===== src/rtl/timer_pkg.sv =====
// Shared definitions for the countdown timer: FSM state codes and debounce defaults.
package timer_pkg;

    typedef enum logic [1:0] {
        IDLE    = 2'b00,
        RUNNING = 2'b01,
        PAUSED  = 2'b10,
        EXPIRED = 2'b11
    } timer_state_t;

    // 20 ms at 50 MHz
    localparam int unsigned DEBOUNCE_CYCLES_DEFAULT = 1000000;

    function automatic int unsigned cnt_width(input int unsigned cycles);
        return (cycles > 1) ? $clog2(cycles) : 1;
    endfunction

endpackage


===== src/rtl/key_debounce.sv =====
// One pushbutton: 2-flop synchronizer, stability counter, registered press pulse.
module key_debounce
    import timer_pkg::*;
#(
    parameter int unsigned DEBOUNCE_CYCLES = DEBOUNCE_CYCLES_DEFAULT
) (
    input  logic Clk,
    input  logic rst,
    input  logic key_n,
    output logic press
);

    localparam int unsigned   CW      = cnt_width(DEBOUNCE_CYCLES);
    localparam logic [CW-1:0] CNT_MAX = CW'(DEBOUNCE_CYCLES - 1);

    logic [1:0]    sync;
    logic [1:0]    primed;
    logic          armed;
    logic [CW-1:0] cnt;
    logic          level;
    logic          level_prev;

    // A key held through reset must be seen released before it can generate a press;
    // primed marks when the synchronizer holds real samples rather than reset values.
    always_ff @(posedge Clk) begin
        if (!rst) begin
            sync       <= '1;
            primed     <= '0;
            armed      <= 1'b0;
            cnt        <= '0;
            level      <= 1'b1;
            level_prev <= 1'b1;
            press      <= 1'b0;
        end else begin
            sync   <= {sync[0], key_n};
            primed <= {primed[0], 1'b1};
            if (primed[1] && sync[1]) begin
                armed <= 1'b1;
            end

            if (sync[1] == level) begin
                cnt <= '0;
            end else if (cnt == CNT_MAX) begin
                cnt   <= '0;
                level <= sync[1];
            end else begin
                cnt <= cnt + 1'b1;
            end

            level_prev <= level;
            press      <= armed && level_prev && !level;
        end
    end

endmodule


===== src/rtl/timer_key_ctrl.sv =====
// Start/pause and clear key handling plus the run-control FSM for the countdown timer.
module timer_key_ctrl
    import timer_pkg::*;
#(
    parameter int unsigned DEBOUNCE_CYCLES = DEBOUNCE_CYCLES_DEFAULT
) (
    input  logic       Clk,
    input  logic       rst,
    input  logic [2:1] key_n,
    input  logic       tick,
    input  logic       zero,
    output logic       count_en,
    output logic       clear_n,
    output logic [1:0] state,
    output logic       expired
);

    logic         start_press;
    logic         clear_press;
    timer_state_t state_q;
    timer_state_t state_d;

    key_debounce #(.DEBOUNCE_CYCLES(DEBOUNCE_CYCLES)) u_start_key (
        .Clk   (Clk),
        .rst   (rst),
        .key_n (key_n[1]),
        .press (start_press)
    );

    key_debounce #(.DEBOUNCE_CYCLES(DEBOUNCE_CYCLES)) u_clear_key (
        .Clk   (Clk),
        .rst   (rst),
        .key_n (key_n[2]),
        .press (clear_press)
    );

    always_ff @(posedge Clk) begin
        if (!rst) begin
            state_q <= IDLE;
        end else begin
            state_q <= state_d;
        end
    end

    always_comb begin
        state_d = state_q;
        if (clear_press) begin
            state_d = IDLE;
        end else begin
            unique case (state_q)
                IDLE:    if (start_press) state_d = RUNNING;
                RUNNING: begin
                    if (zero) begin
                        state_d = EXPIRED;
                    end else if (start_press) begin
                        state_d = PAUSED;
                    end
                end
                PAUSED:  if (start_press) state_d = RUNNING;
                EXPIRED: state_d = EXPIRED;
            endcase
        end
    end

    // Gating on zero keeps the downstream counter from stepping below 00.
    always_comb begin
        count_en = tick && (state_q == RUNNING) && !zero;
        clear_n  = (state_q != IDLE);
        expired  = (state_q == EXPIRED);
        state    = state_q;
    end

endmodule


===== config.mk =====
export PLATFORM = sky130hd
export DESIGN_NAME = timer_key_ctrl
export DESIGN_NICKNAME = d
export VERILOG_FILES = /design/src/rtl/timer_pkg.sv /design/src/rtl/key_debounce.sv /design/src/rtl/timer_key_ctrl.sv
export SDC_FILE = /design/constraint.sdc
export NUM_CORES = 1
export LEC_CHECK = 0
export ABC_AREA = 0
export BUFFER_PORTS_ARGS = -buffer_cell sky130_fd_sc_hd__buf_2
export CAP_MARGIN = 20
export CORE_MARGIN = 2
export CORE_UTILIZATION = 55
export CTS_CLUSTER_SIZE = 14
export DETAILED_ROUTE_END_ITERATION = 16
export GPL_ROUTABILITY_DRIVEN = 0
export GPL_TIMING_DRIVEN = 0
export HOLD_SLACK_MARGIN = 0.03
export PLACE_DENSITY = 0.73
export SLEW_MARGIN = 20
export SYNTH_ARGS = -nofsm -noshare
export SYNTH_HDL_FRONTEND = slang
export SYNTH_SLANG_ARGS = --single-unit
export TNS_END_PERCENT = 50

===== constraint.sdc =====
create_clock -name Clk -period 4.5 [get_ports Clk]
set_input_delay 0.675 -clock Clk [delete_from_list [all_inputs] [get_ports Clk]]
set_output_delay 0.675 -clock Clk [all_outputs]
set_load 0.01 [all_outputs]

==> key figures, run 1 <==
Timing
  • RSZ-0062 raised after global routing: no
  • Clk_skew: 0.004765 ns
  • Final Hold Viols: 0
  • FMAX: 481.3 MHz
  • Setup ws final: 2.422 ns
  • Post-route clock period utilization: 0.4617
  • # setup viols final: 0
  • Relative slew slack: 0.7355
  • Hold Slack: 0.4166 ns
  • Max-slew violation count: 0
  • Final TNS setup: 0 ns
  • Slew @ Worst Pin: 0.3932 ns
  • Post-layout min period: 2.078 ns

Global routing
  • Largest net degree at the start of global routing: 17
  • Vias in the first global route: 1,693
  • Total track usage: 0.1886
  • GRT overflow: 0
  • First-pass GRT wire length: 7.445 mm
  • Antenna violations before repair: 0

Clocking
  • CTS Sinks: 56
  • Root Buffer: clkbuf_8
  • H-tree depth: 2
  • Cts hold-fix bufs: 0
  • Post-CTS Resized: 0
  • Post-CTS Setup Repair Bufs: 0
  • Clk Latency, worst-skew pair: 0.31 ns
  • Clk buf depth: 2
  • CTS tree: yes
  • Num CTS Buffers: 5
  • CTS clock-pin slew for the worst setup and hold paths: 0.09 ns

Yosys
  • Synth cell types: 34
  • Mapped Cells: 254
  • Largest cells by area after synthesis: dfxtp_1 48%, nor2_1 6.1%, xnor2_1 5.6%, xor2_1 5.3%, nand3_1 3.4%
  • Synth area leader: dfxtp_1
  • Share of the synthesized area in the top cell type: 0.4809
  • Syn nets: 262
  • Yosys warns: 0
  • Syn Std Cell Area: 2331 um2
  • #FFs+latches synth: 56
  • Mapped Avg Cell Area: 9.177 um2
  • Register area share after synthesis: 0.4809

Route
  • Met3 WL post-DR: 142 um
  • Post-Route M1 WL: 2.040 mm
  • DRT iter0 DRCs: 65
  • DRC viols: 0
  • Post-route ant nets: 0
  • DR vias: 1,766
  • Met2 WL: 1.654 mm
  • WL final: 3.934 mm
  • DR pass1 iterations: 4
  • Wire per inst: 12.22 um
  • Top routing layer in use: met4
  • Vias per inst: 5.484

Floorplanning
  • Initial core utilization: 0.5786
  • Total core area: 4029 um2
  • Die extent in y: 69.10 um
  • IO Pins: 11
  • Die area: 4775 um2
  • Die width: 69.10 um
  • Number of core rows: 23

Setup path
  • Critical path launch point type: flop
  • WP data required: 4.71 ns
  • Crit-path max FO: 10
  • CP Data Arrival Time: 2.29 ns
  • WS Path Type: reg -> reg
  • CP endpoint kind: flop

Cells and area
  • Layout cells sized above 1: 0.1029
  • FF+latch area: 1121 um2
  • Area occupied by multi-input gates: 1150 um2
  • N_diodes: 0
  • Area grow syn2layout: 8.803%
  • Fin nets: 279
  • Post-Route Utilization: 0.6295
  • Fill count: 378

Outcome
  • Status: finished, final reports clean

Run
  • Max cap viols: 0

Placement
  • Dpl ws: 2.415 ns
  • HPWL Detailed: 2.744 mm
  • PortBufs: 10

Power
  • Maximum vdd drop: 0.0001906 V
  • LEAKAGE: 0.0008224 uW
  • Power Dens Cells: 313.6 nW/um2

Worst hold path
  • Hold Path Class: reg -> reg
-- final timing paths --
check                           cells past startpoint                   to           startpoint  slack [ns]
worst min-delay path                                1  u_clear_key.sync[1]  u_clear_key.sync[0]        0.42
worst max-delay path                                5   u_start_key.cnt[9]  u_start_key.cnt[13]        2.42
worst max register to register                      5   u_start_key.cnt[9]  u_start_key.cnt[13]        2.42
worst min register to register                      1  u_clear_key.sync[1]  u_clear_key.sync[0]        0.42
-- metrics by stage --
stage,instances,power (uW),cell area [um2]
after floorplan,254,522.4,2331
after global placement,314,527.8,2444
after detailed placement,314,528.0,2444
after CTS,322,803.1,2536
after global routing,322,825.5,2536
final,322,795.3,2536
-- state kept, by name (all words and copies together) (netlist names), 2 cells and up --
name and count:
u_start_key.sync 2, u_clear_key.sync 2, state 2, u_clear_key.cnt 20
u_start_key.cnt 20
-- critical path, cell delays in order, from the launching register on --
cell and delay [ns]:
dfxtp_1 0.37, or3b_2 0.48, or4_4 0.55, o21bai_4 0.28, buf_4 0.23, nor2_1 0.06
-- Yosys cell counts, drive strengths merged --
cell    count
nand2      14
dfxtp      56
and2        3
nor4bb      1
o21bai      1
nor4        4
buf         3
o31ai       3
a31oi       1
ha          2
a21oi      11
nor3        3
or3b        2
nor2b       2
or2         1
nand2b      8
or3         6
nand4      10
o21ba       1
and4        8
xor2       14
or4         6
o211ai      3
nand3      16
xnor2      15
clkbuf      3
nor2       38
inv         6
and3        2
o21ai       9
or4b        2
-- layout make-up --
class | count | area share
multi-input combinational | 186 | 0.4534
tap | 50 | 0.02467
clock buffer | 6 | 0.03256
clock inverter | 2 | 0.003947
inverter | 6 | 0.008880
timing repair buffer | 10 | 0.01973
buffer | 6 | 0.01480
sequential | 56 | 0.4420
-- logic make-up after synthesis --
logic type | Yosys count | synth area share
AND/OR/NAND/NOR | 126 | 0.2942
flip-flops | 56 | 0.4809
AO/OA/AOI/OAI | 29 | 0.07944
XOR/XNOR | 29 | 0.1090
buffers and inverters | 12 | 0.02576
adder cells (fa/ha/maj) | 2 | 0.01073
-- cells in the final DEF (no fill, tap or decap), types with 3 or more instances in the layout --
master    count
dfxtp_1      56
nor2_1       38
nand3_1      16
xnor2_1      15
nand2_1      14
xor2_1       14
a21oi_1      11
nand4_1      10
buf_2        10
o21ai_0       9
and4_1        8
nand2b_1      8
or3_1         6
inv_1         6
clkbuf_8      6
or4_1         4
nor4_1        4
and2_1        3
clkbuf_1      3
o31ai_1       3
nor3_1        3
-- layer usage --
| metal | vias up | track usage |
|---|---|---|
| met4 | 0 | 0.09150 |
| met1 | 806 | 0.2535 |
| met2 | 27 | 0.2821 |
| met5 | - | 0 |
| li1 | 927 | - |
| met3 | 6 | 0.04825 |
-- where the power goes --
group | leakage (uW) | internal, uW | switching [uW] | total, uW
combinational | 0.000318 | 6.50 | 7.98 | 14.5
clock | 0.0000510 | 123 | 156 | 279
sequential | 0.000453 | 500 | 2.43 | 502
Note: power is estimated with default switching activity, not from simulation.
==> run 2: changes to the inputs <==
Settings changed: CORE_UTILIZATION 55 to 54, PLACE_DENSITY 0.73 to 0.74.
Clock period 4.5 ns to 1.8 ns, I/O delays scaled along.
==> run 2 against run 1 <==
Against the previous run:
- the run now ends with negative setup slack left
- wire length is 5.3% higher
- critical path type unchanged
- utilization is 2.6 points higher
- sequential share of layout area is 1.8 points lower
- maximum frequency is 3.8% higher
- global-route usage is 1.0 points lower
- final area is 5.6% higher
- total power grew to 2.5 times the previous value
- worst hold slack worse by 0.29 ns
- highest routed layer unchanged
==> key figures, run 2 (same netlist as run 1, synthesis figures left out) <==
Cells and area
  • Commonest non-fill, non-tap cell in the layout: dfxtp_1
  • N_diodes: 0 (unchanged)
  • Final Instance Area: 2679 um2 (+5.6%)
  • Area grow syn2layout: 14.92%
  • Layout cells sized above 1: 0.1935 (+0.09061)
  • Top flop regs: u_clear_key.cnt: 20 flops, u_start_key.cnt: 20 flops
  • Fin cells: 329 (+2.2%)
  • Most frequent cells in the layout: 45 x dfxtp_1, 38 x nor2_1, 15 x xnor2_1
  • Fin nets: 286 (+2.5%)

Worst hold path
  • Hold Path Class: in -> reg
  • Hold Crit Start: key_n[1]

Route
  • WL final: 4.141 mm (+5.3%)
  • DR vias: 1,783 (+0.96%)
  • Vias per inst: 5.419 (-1.2%)
  • DR pass1 iterations: 4 (unchanged)
  • Wire per inst: 12.59 um (+3.0%)
  • DRT iter0 DRCs: 62 (-4.6%)
  • DRC viols: 0 (unchanged)
  • Post-route ant nets: 0 (unchanged)

Setup path
  • WP data required: 2.02 ns (-2.69 ns)
  • CP Data Arrival Time: 2.23 ns (-0.06 ns)
  • CP endpoint kind: flop
  • Critical path launch point type: flop
  • R2r setup slk: -0.20 ns (-2.62 ns)
  • WS Path Type: reg -> reg
  • CP startpoint: u_clear_key.cnt[12]
  • Crit-path max FO: 5 (-5)
  • FF-to-FF Start: u_clear_key.cnt[12]

Global routing
  • GRT overflow: 0 (unchanged)
  • Largest net degree at the start of global routing: 20 (+3)
  • Total track usage: 0.1782 (-0.01046)
  • Antenna violations before repair: 0 (unchanged)
  • Vias in the first global route: 1,659 (-2.0%)
  • First-pass GRT wire length: 7.113 mm (-4.5%)

Floorplanning
  • Number of core rows: 23 (unchanged)
  • Initial core utilization: 0.5704 (-0.008149)
  • Total core area: 4086 um2 (+1.4%)
  • Die area: 4858 um2 (+1.7%)
  • Die extent in y: 69.70 um (+0.87%)
  • IO Pins: 11 (unchanged)
  • Die width: 69.70 um (+0.87%)

Clocking
  • Num CTS Buffers: 5 (unchanged)
  • CTS Sinks: 56 (unchanged)
  • Clk buf depth: 2 (unchanged)
  • Clk Latency, worst-skew pair: 0.31 ns (about the same)
  • Cts hold-fix bufs: 0 (unchanged)
  • CTS clock-pin slew for the worst setup and hold paths: 0.10 ns (about the same)
  • H-tree depth: 2 (unchanged)
  • Root Buffer: clkbuf_8
  • CTS tree: yes

Power
  • Maximum vdd drop: 0.0003259 V (+71%)
  • Net Sw Frac: 0.2255 (+0.01652)
  • Power Dens Cells: 749.9 nW/um2 (+140%)
  • Sequential power share: 0.625 (-0.006)
  • LEAKAGE: 0.0008734 uW (+6.2%)
  • Cell-internal power: 1556 uW (+150%)
  • Clk pwr share: 0.354 (+0.003)
  • Combinational group share of total power: 0.021 (+0.003)
  • Switch Pwr: 453.0 uW (+170%)

Timing
  • RSZ-0062 raised after global routing: yes
  • Final Hold Viols: 0 (unchanged)
  • Hold Slack: 0.1255 ns (-0.2911 ns)
  • Max-slew violation count: 0 (unchanged)
  • Slew @ Worst Pin: 0.4383 ns (+0.04511 ns)
  • Post-route clock period utilization: 1.112 (+0.6505)
  • Relative slew slack: 0.7051 (-0.03035)
  • # setup viols final: 21 (+21)
  • Post-layout min period: 2.002 ns (-0.07559 ns)
  • FMAX: 499.5 MHz (+3.8%)
  • Clk_skew: 0.005966 ns (+0.001200 ns)
  • Setup ws final: -0.2020 ns (-2.624 ns)

Placement
  • PortBufs: 10 (unchanged)
  • Placed cells: 314 (unchanged)
  • HPWL Detailed: 2.731 mm (-0.49%)
  • DP Area: 2452 um2 (+0.36%)

Run
  • Max cap viols: 0 (unchanged)

Outcome
  • Status: complete, but fails checks
  • Failing checks: negative setup slack
## run 2: changes by cell type in the layout (fill, tap and decap cells not counted), sizes merged
cell,before,now
clkinvlp,0,1
clkinv,2,1
buf,13,21
clkbuf,9,7
inv,6,7
## run 2: worst paths after layout
kind                         endpoint  cells after the start
hold reg to reg   u_start_key.sync[1]                      1
setup / recovery  u_clear_key.cnt[18]                      5
setup reg to reg  u_clear_key.cnt[18]                      5
hold / removal    u_start_key.sync[0]                      2
## run 2: layer usage
layer	vias up	track usage	wire, um
met5	-	0	0
met4	0	0.08120	80
met3	7	0.03052	127
met2	23	0.2853	1850
met1	809	0.2354	2083
li1	944	-	-
## run 2: final cells by class
| type | instances | area [um2] |
|---|---|---|
| fillers | 338 | 1408 |
| multi-input cells | 186 | 1199 |
| flip-flops and latches | 56 | 1135 |
| repair buffers | 18 | 126.4 |
| clock buffers | 5 | 68.82 |
| well taps | 50 | 62.56 |
| plain buffers | 5 | 37.54 |
| clock inverters | 3 | 27.53 |
| inverters | 6 | 22.52 |
## run 2: metrics by stage
step           total power [uW]  setup slack [ns]  utilization  setup TNS, ns
6_report                   2009           -0.2020       0.6555         -3.437
5_1_grt                    2068           -0.2552       0.6555         -5.192
4_1_cts                    2032           -0.2238       0.6485         -3.987
3_5_place_dp               1320           -0.2197       0.6001         -5.645
3_3_place_gp               1320           -0.2126       0.6001         -5.118
2_1_floorplan              1306           -0.1172            -        -0.9444
## run 2: power by group through the flow
stage               clock, uW  combinational (uW)  sequential (uW)
CTS                       734                43.2             1250
finish                    711                42.8             1250
global placement            0                36.5             1280
floorplan                   0                24.3             1280
global route              764                48.2             1260
detailed placement          0                36.7             1280
## run 2: critical path: stages, from the launching register on
cell and delay (ns):
dfxtp_2 0.34, or4b_4 0.52, or4_4 0.55, o211ai_4 0.22, buf_6 0.15, o21ba_1 0.13
## run 2: repair_timing
item	in CTS	in global routing
pin swaps	7	2
gates cloned	2	0
resized for setup	10	12
endpoints found under the setup margin	40	40
buffers inserted	5	1
